**config.mk**
```make
export PLATFORM = sky130hd
export DESIGN_NAME = pc_gen
export DESIGN_NICKNAME = d
export VERILOG_FILES = /design/src/rtl/pc_gen.sv
export SDC_FILE = /design/constraint.sdc
export NUM_CORES = 1
export LEC_CHECK = 0
export CAP_MARGIN = 40
export CORE_ASPECT_RATIO = 0.5
export CORE_MARGIN = 3
export CORE_UTILIZATION = 49
export DETAILED_ROUTE_END_ITERATION = 8
export GPL_TIMING_DRIVEN = 0
export PLACE_DENSITY = 0.87
export SYNTH_ARGS = -nofsm -noshare
export SYNTH_HDL_FRONTEND = slang
export SYNTH_SLANG_ARGS = --single-unit
```
**constraint.sdc**
```tcl
create_clock -name clk -period 8.43 [get_ports clk]
set_input_delay 1.686 -clock clk [delete_from_list [all_inputs] [get_ports clk]]
set_output_delay 1.686 -clock clk [all_outputs]
set_load 0.02 [all_outputs]
```
**src/rtl/pc_gen.sv**
```systemverilog
// pc_gen: fetch-stage program counter with reset vector, redirects, alignment check, halt/resume and fetch counter
module pc_gen #(
  parameter int XLEN = 64,
  parameter logic [XLEN-1:0] RESET_VEC = '0,
  parameter bit C_EXT = 1'b0
) (
  input  logic            clk,
  input  logic            rst,
  input  logic            stall,
  input  logic            fetch_ready,
  input  logic            br_redirect,
  input  logic [XLEN-1:0] br_target,
  input  logic            trap_redirect,
  input  logic [XLEN-1:0] trap_target,
  input  logic            halt_req,
  input  logic            resume,
  output logic [XLEN-1:0] pc,
  output logic            pc_valid,
  output logic            misalign_err,
  output logic [XLEN-1:0] misalign_addr,
  output logic [31:0]     fetch_count
);
  typedef enum logic [1:0] {BOOT, RUN, HALTED} state_t;
  localparam logic [XLEN-1:0] AMASK = C_EXT ? XLEN'(1) : XLEN'(3);
  state_t state;
  logic accept, br_mis, br_ok, br_rej;
  logic [XLEN-1:0] pc_next;
  always_comb begin
    accept = state == RUN && fetch_ready && !stall;
    br_mis = |(br_target & AMASK);
    br_ok = br_redirect && !br_mis;
    br_rej = br_redirect && br_mis && !trap_redirect;
    pc_next = trap_redirect ? trap_target & ~AMASK : br_ok ? br_target : accept ? pc + XLEN'(4) : pc;
  end
  always_ff @(posedge clk) begin
    if (rst) begin
      pc <= RESET_VEC;
      state <= BOOT;
      misalign_err <= 1'b0;
      misalign_addr <= '0;
      fetch_count <= '0;
    end else begin
      pc <= pc_next;
      fetch_count <= fetch_count + 32'(accept && !trap_redirect && !br_ok);
      misalign_err <= br_rej;
      if (br_rej) misalign_addr <= br_target;
      state <= state == BOOT ? RUN : state == RUN ? (halt_req ? HALTED : RUN) : (resume || trap_redirect ? RUN : HALTED);
    end
  end
  assign pc_valid = state == RUN;
endmodule

```
==> results of run 1 <==
## cell usage after synthesis (4+ instances only)
master and instances:
a221oi_1 11, xnor2_1 21, dfxtp_1 163, nand2_1 193, or3_1 7, o22ai_1 5, o21ai_0 43, a31oi_1 10
a21oi_1 102, nor2b_1 6, xor2_1 28, nor4_1 13, o221ai_1 6, o211ai_1 6, a221o_1 4, clkbuf_1 62
o31ai_1 4, and3_1 25, nand4_1 28, inv_1 10, and4_1 11, a311oi_1 8, a211oi_1 43, nor3_1 48
buf_2 5, a211o_1 4, nand3_1 41, o31a_1 6, mux2i_1 4, buf_1 7, o21a_1 4, nor2_1 112
## layout make-up
class	instances	area [um^2]
Fill cell	1110	3800
Tap cell	221	277
Buffer	74	284
Clock inverter	13	170
Inverter	10	37.5
Timing Repair Buffer	299	2980
Multi-Input combinational cell	839	4680
Clock buffer	18	439
Sequential cell	163	3260
## sequential cells by signal (all words and copies together), names as in the netlist, named ones only
signal / flops
fetch_count: 32
misalign_addr: 64
misalign_err: 1
pc: 62
state: 2
## worst max-delay path by stage
stage / from / to / depth (start not counted)
6_report: fetch_ready / fetch_count[28] / 14
5_1_grt: fetch_ready / fetch_count[24] / 14
4_1_cts: fetch_ready / fetch_count[27] / 12
3_5_place_dp: fetch_ready / fetch_count[28] / 14
3_3_place_gp: fetch_ready / fetch_count[28] / 14
2_1_floorplan: fetch_ready / fetch_count[24] / 13
## logic make-up (layout without fill, tap and decap cells)
| logic type | Yosys count | in the layout | share of synthesized area (%) |
|---|---|---|---|
| and+or+nand+nor | 512 | 512 | 29.5 |
| AOI/OAI and AO/OA | 270 | 270 | 20.8 |
| DFF | 163 | 163 | 39.5 |
| buffers and inverters | 84 | 414 | 3.89 |
| xor gates and xnor gates | 49 | 49 | 5.20 |
| muxes | 5 | 5 | 0.621 |
| adders and majority gates | 3 | 3 | 0.454 |
## layer usage
layer / part of all wire (%) / wire, um / GRT usage (%)
met1: 39 / 16000 / 55.7
met2: 44 / 18200 / 68.2
met3: 13 / 5420 / 11.5
met4: 4.5 / 1880 / 17.3
met5: 0 / 0 / 0
## per-stage QoR
| step | std cells | instance area [um^2] | total power, mW | utilization (%) |
|---|---|---|---|---|
| after CTS | 1635 | 12100 | 2.07 | 76.0 |
| after floorplan | 1086 | 8260 | 1.03 | - |
| after detailed placement | 1604 | 11500 | 1.25 | 72.2 |
| final | 1637 | 12100 | 2.10 | 76.1 |
| after global placement | 1602 | 11500 | 1.24 | 72.1 |
| after global routing | 1637 | 12100 | 2.14 | 76.1 |
## power by group
part / switching [mW] / internal [mW] / total [mW] / leakage, nW
registers: 0.0475 / 0.807 / 0.855 / 1.33
logic: 0.227 / 0.176 / 0.402 / 2.53
clock network: 0.364 / 0.479 / 0.843 / 0.301
total: 0.638 / 1.46 / 2.10 / 4.16
## critical path: cells and delay by family
kind / cells / cell delay [ns]
xor gates and xnor gates: 1 / 0.18
buffers and inverters: 3 / 1.79
and+or+nand+nor: 8 / 2.43
adders and majority gates: 2 / 0.53
==> flow_summary.ini, run 1 <==
[logic_synthesis]
yosys_warnings = 0
synth_fp_nets = 1225
synth_area_leader_cell = dfxtp_1
synth_edf_count = 0
async_flop_share_pct = 0
ys_ff_latch = 163
synth_area_leaders = dfxtp_1 40%, nand2_1 8.8%, a21oi_1 6.2%, nor2_1 5.1%, a211oi_1 3.9%
yosysSeqAreaShare_pct = 39.5
synth_top_area_share_pct = 39.5
synthDistinctLibCells = 61
syn_area_um2 = 8260
synthFlopType = dfxtp_1
synth_cells = 1086
avgSynthCellArea_um2 = 7.61

[detailed_routing]
drc = 0
dr.first_iter.drc_count = 1662
drt-pass1-iter-count = 6
viasPerCell = 6.56
wl_per_cell_um = 25.3
wl_um = 41400
num_vias = 10700
ant_nets = 0

[global_routing]
grt_first_pass_wirelength_um = 61500
antenna_found_initial = 0
grt_pass1_vias = 10400
grt_max_degree = 17
grt_util_all_layers_pct = 42.9
grt_remaining_overflow = 0

[worst_setup_path]
worstSetupPathType = in -> reg
startpoint_type = primary input
r2r_slack_ns = 3.50
crit_fanout = 10
slowest_delay_ns = 0.67
ff2ff_path_depth = 13
crit_slowest_cell = clkbuf_1
reg2reg_from = state[1]
arrival_ns = 6.63
end_kind = flop
timing.rr.end = fetch_count[28]
cp_common_cell = nand2_1
path_cells = clkdlybuf4s50_1 -> nor4bb_1 -> clkbuf_1 -> clkbuf_1 -> nand2_1 -> nor2_1 -> ha_1 -> ha_1 -> and4_1 -> nand2_1 -> nor4_1 -> nand2_1 -> xor2_1 -> nor2_1
required_ns = 8.74

[finish]
antenna_cells = 0
final_net_count = 1543
drive_above_1_share_pct = 4.03
synthToLayoutAreaGrowth_pct = 46.8
final_common_cell = clkdlybuf4s50_1
mostFrequentLayoutCells = 295 x clkdlybuf4s50_1, 193 x nand2_1, 163 x dfxtp_1

[place]
post-dp-hpwl_um = 30900
dp_slack_ns = 1.90
gp_congestion = 1.05
portBuffers = 295

[power]
powerDensity_nw_per_um2 = 173
vdd.ir_drop.worst_v = 0.000154
p_leak_nw = 4.16

[floorplanning]
rows = 32
core_um2 = 15900
die_w_um = 190
dieArea_um2 = 18500
start_util_pct = 51.8
die_y_um = 97.8
top_level_ports = 298

[cts]
h-tree-depth = 4
postCtsHoldBufs = 0
cts_resized = 0
post_cts_buffers = 0
clk_pin_slew_ns = 0.07
cts-root-buf = clkbuf_16
cts.sinks = 163
cts_tree = yes
max-clock-path-buffers = 2
clk_latency_ns = 0.45
cts_buffers = 17

[timing]
fmax_mhz = 158
period_share_pct = 75.0
worst_pin_slew_ns = 1.06
relSlewSlack_pct = 28.9
rsz0062_at_grt = no
drv_slew = 0
setup_slack_ns = 2.11
clock_skew_ns = 0.0152
hold_slack_ns = 0.459
setup_tns_ns = 0
setup_viol = 0
hold_viol = 0
layout_min_cycle_time_ns = 6.32

[worst_hold_path]
holdPathEnd = misalign_addr[61]
hp-class = reg -> reg
hp-start = misalign_addr[61]
holdPathStages = 2

[outcome]
status = complete, no violations

[run]
maxCapViolCount = 0
No activity file was read; power rests on OpenSTA's default activity.
==> run 2: changes to the inputs <==
- CORE_UTILIZATION: 49 -> 45
- PLACE_DENSITY: 0.87 -> 0.8
- clock period: 8.43 -> 6.5 ns (I/O delays scaled with it)
==> run 2 against run 1 <==
  * Clock skew fell by 0.0051 ns
  * Utilization fell by 7.5 points
  * Non-clock buffer count did not move
  * Sequential share of layout area barely moved
  * Global-route usage fell by 4.2 points
  * Critical path depth did not move
  * Setup slack got worse by 1.4 ns
  * Critical path type unchanged
  * Critical endpoint is now fetch_count[26]
  * Highest routed layer unchanged
==> flow_summary.ini, run 2 (synthesis results as in run 1) <==
[timing]
layout_min_cycle_time_ns = 5.80
rsz0062_at_grt = no
fmax_mhz = 172
hold_viol = 0
worst_pin_slew_ns = 1.01
setup_viol = 0
hold_slack_ns = 0.456
relSlewSlack_pct = 32.4
period_share_pct = 89.2
setup_tns_ns = 0
clock_skew_ns = 0.0101
drv_slew = 0

[finish]
drive_above_1_share_pct = 4.03
regMostFlops = misalign_addr
antenna_cells = 0
largest_reg_flops = 64
synthToLayoutAreaGrowth_pct = 47.1
mostFrequentLayoutCells = 295 x clkdlybuf4s50_1, 193 x nand2_1, 163 x dfxtp_1
final_common_cell = clkdlybuf4s50_1
largestRegisters = misalign_addr (64), pc (62), fetch_count (32)
final_net_count = 1543

[global_routing]
grt_util_all_layers_pct = 38.7
grt_max_degree = 17
grt_remaining_overflow = 0
grt_pass1_vias = 9839
antenna_found_initial = 0
grt_first_pass_wirelength_um = 58900

[power]
vdd.ir_drop.worst_v = 0.000194
p_int_mw = 1.86
power_mw = 2.70
power.share.combinational_pct = 19.1
switching_share_pct = 31.1
p_seq_share_pct = 41.0
p_clk_share_pct = 39.9
netSwitchingPower_mw = 0.841
powerDensity_nw_per_um2 = 223
p_leak_nw = 4.16

[run]
maxCapViolCount = 0

[cts]
cts_buffers = 17
clk_latency_ns = 0.44
cts-root-buf = clkbuf_16
cts_resized = 0
max-clock-path-buffers = 2
clk_pin_slew_ns = 0.07
cts_tree = yes
h-tree-depth = 4
post_cts_buffers = 0
postCtsHoldBufs = 0
cts.sinks = 163

[place]
gp_congestion = 1.01
post-dp-hpwl_um = 30300
portBuffers = 295

[worst_hold_path]
hp-class = reg -> reg

[worst_setup_path]
required_ns = 6.80
cp_common_cell = nand2_1
critPathTopFamily = simple AND/OR/NAND/NOR gates
arrival_ns = 6.10
slowest_delay_ns = 0.69
r2r_slack_ns = 1.70
end_kind = flop
crit_fanout = 10
crit_slowest_cell = clkbuf_1
startpoint_type = primary input
path_cells = clkdlybuf4s50_1 -> nor4bb_1 -> clkbuf_1 -> clkbuf_1 -> nand2_1 -> nor2_1 -> ha_1 -> ha_1 -> and4_1 -> nand2_1 -> nor4_1 -> nand2_1 -> xor2_1 -> nor2_1
path_buf_inv = 3
worstSetupPathType = in -> reg

[floorplanning]
die_w_um = 198
core_um2 = 17700
start_util_pct = 46.7
rows = 34
top_level_ports = 298
dieArea_um2 = 20100
die_y_um = 102

[detailed_routing]
viasPerCell = 6.24
num_vias = 10300
wl_per_cell_um = 24.5
wl_um = 40400
dr.first_iter.drc_count = 1447
ant_nets = 0
drc = 0
drt-pass1-iter-count = 7

[outcome]
status = complete, no violations
[run 2: worst paths after layout]
| kind | from | end | cells after the start |
|---|---|---|---|
| hold reg to reg | misalign_addr[59] | misalign_addr[59] | 2 |
| setup reg to reg | state[1] | fetch_count[26] | 13 |
| setup / recovery | fetch_ready | fetch_count[26] | 14 |
| hold / removal | misalign_addr[59] | misalign_addr[59] | 2 |
[run 2: cell type report]
cell class                 count  area [um^2]
fill                        1459         5550
multi-input combinational    839         4680
sequential                   163         3260
timing repair buffer         299         3000
clock buffer                  18          439
tap                          234          293
buffer                        74          284
clock inverter                13          163
inverter                      10         37.5
[run 2: layer usage]
metal / global-route usage [%] / wire length [um] / share of wire (%)
met1: 52.4 / 16500 / 41
met3: 10.6 / 4990 / 12
met5: 0 / 0 / 0
met2: 59.5 / 17500 / 43
met4: 14.2 / 1300 / 3.2
[run 2: worst min-delay path: cells and delay by family (launching register included)]
kind,cells,cell delay (ns)
AO/OA/AOI/OAI,1,0.05
flip-flops,1,0.31
AND/OR/NAND/NOR,1,0.05
[run 2: per-stage QoR]
stage	utilization [%]	instances	worst slack [ns]	instance area [um^2]
global route	68.7	1650	0.648	12200
CTS	68.7	1650	0.877	12200
finish	68.7	1650	0.702	12200
detailed placement	65.3	1619	0.437	11500
global placement	65.0	1615	0.538	11500
floorplan	-	1086	2.48	8260
[run 2: power by group through the flow]
stage               Sequential [mW]  Combinational [mW]  Clock (mW)
floorplan                      1.17               0.168           0
global placement               1.13               0.494           0
detailed placement             1.13               0.501           0
CTS                            1.11               0.504        1.07
global route                   1.11               0.538        1.12
finish                         1.11               0.517        1.08
==> run 3: changes to the inputs <==
- SLEW_MARGIN: unset -> 20
==> run 3 against run 2 <==
  * Cell count is 0.42% higher
  * Clock skew rose by 0.0025 ns
  * Sequential share of layout area down 0.12 points
  * First-iteration DRC count fell by 3.8%
  * Largest power group unchanged
  * Clock power is essentially flat
  * Sequential power barely moved
  * Highest routed layer is now met5
  * Critical path depth stayed put
==> flow_summary.ini, run 3 (synthesis results as in run 1) <==
[detailed_routing]
top_layer_used = met5
wl_per_cell_um = 24.5
dr.first_iter.drc_count = 1392
num_vias = 10400
drt-pass1-iter-count = 6
wl_met2_um = 17800
wl_um = 40600
drc = 0
ant_nets = 0
viasPerCell = 6.29
wl_met3_um = 5360
wirelength_met1_um = 16300

[cts]
cts.sinks = 163
clk_latency_ns = 0.44
h-tree-depth = 4
clk_pin_slew_ns = 0.07
post_cts_buffers = 0
postCtsHoldBufs = 0
cts_resized = 0
max-clock-path-buffers = 2
cts-root-buf = clkbuf_16
cts_tree = yes
cts_buffers = 17

[timing]
worst_pin_slew_ns = 0.928
rsz0062_at_grt = no
period_share_pct = 87.8
layout_min_cycle_time_ns = 5.71
fmax_mhz = 175
hold_viol = 0
hold_slack_ns = 0.457
relSlewSlack_pct = 38.1
clock_skew_ns = 0.0126
drv_slew = 0
setup_viol = 0
setup_tns_ns = 0

[floorplanning]
core_um2 = 17700
rows = 34
top_level_ports = 298
die_y_um = 102
start_util_pct = 46.7
die_w_um = 198
dieArea_um2 = 20100

[finish]
stdcell_count = 1657
drive_above_1_share_pct = 4.50
mostFrequentLayoutCells = 295 x clkdlybuf4s50_1, 193 x nand2_1, 163 x dfxtp_1
largestRegisters = misalign_addr (64), pc (62), fetch_count (32)
largest_reg_flops = 64
regMostFlops = misalign_addr
final_common_cell = clkdlybuf4s50_1
synthToLayoutAreaGrowth_pct = 47.8
final_util_pct = 69.0
antenna_cells = 0
nFillCells = 1446
final_net_count = 1549

[place]
place_inst = 1619
gp_congestion = 1.01
portBuffers = 295
post-dp-hpwl_um = 30500

[power]
vdd.ir_drop.worst_v = 0.000200
p_leak_nw = 4.19
power_mw = 2.70
powerDensity_nw_per_um2 = 221

[global_routing]
antenna_found_initial = 1
grt_max_degree = 18
grt_first_pass_wirelength_um = 58800
grt_remaining_overflow = 0
grt_util_all_layers_pct = 38.9
grt_pass1_vias = 9827

[worst_setup_path]
startpoint_type = primary input
arrival_ns = 6.01
critPathTopFamily = simple AND/OR/NAND/NOR gates
cp_common_cell = nand2_1
slowest_delay_ns = 0.68
path_cells = clkdlybuf4s50_1 -> nor4bb_1 -> clkbuf_1 -> clkbuf_1 -> nand2_1 -> nor2_1 -> ha_1 -> ha_1 -> and4_1 -> nand2_1 -> nor4_1 -> nand2_1 -> xor2_1 -> nor2_1
worstSetupPathType = in -> reg
crit_fanout = 10
crit_slowest_cell = clkbuf_1
reg2reg_from = state[1]
required_ns = 6.80
end_kind = flop
path_buf_inv = 3
startpoint = fetch_ready

[worst_hold_path]
hp-class = reg -> reg
hp-start = misalign_addr[58]

[run]
maxCapViolCount = 0

[outcome]
status = complete, no violations
==> run 3: cell count changes in the layout (fill, tap and decap cells not counted), sizes merged <==
cell | before | now
inv | 18 | 19
clkbuf | 80 | 81
bufinv | 2 | 1
buf | 16 | 21
clkinvlp | 1 | 2
==> run 3: tightest hold or removal path, stage by stage, from the launching register on <==
cell and delay (ns):
dfxtp_1 0.31, nand2_1 0.05, a21oi_1 0.05
==> run 3: per-layer routing <==
metal  global-route usage [%]  vias to the layer above
met5                        0                        -
met4                     12.5                        2
met3                     13.1                      116
met2                     60.3                      757
met1                     51.6                     4969
li1                         -                     4586
==> run 3: layout make-up <==
type,count,area [um^2],area share (%)
multi-input combinational,839,4680,38.3
sequential,163,3260,26.7
timing repair buffer,305,3050,25.0
clock buffer,18,439,3.60
tap,234,293,2.40
buffer,74,284,2.33
clock inverter,14,161,1.32
inverter,10,37.5,0.308
==> run 3: report_power, final <==
part / switching [mW] / total [mW] / internal [mW]
Combinational: 0.290 / 0.521 / 0.231
Sequential: 0.0626 / 1.11 / 1.05
Clock: 0.506 / 1.07 / 0.560
Total: 0.859 / 2.70 / 1.84
==> run 3: path summary, 6_finish.rpt <==
kind                             to  slack (ns)  cells past startpoint
setup / recovery    fetch_count[26]        0.79                     14
hold / removal    misalign_addr[58]        0.46                      2
setup reg to reg    fetch_count[26]        1.79                     13
hold reg to reg   misalign_addr[58]        0.46                      2
==> run 3: metrics by stage <==
step           instance area (um^2)  setup slack [ns]
2_1_floorplan                  8260              2.48
3_3_place_gp                  11500             0.538
3_5_place_dp                  11500             0.471
4_1_cts                       12100             0.906
5_1_grt                       12200             0.676
6_report                      12200             0.795
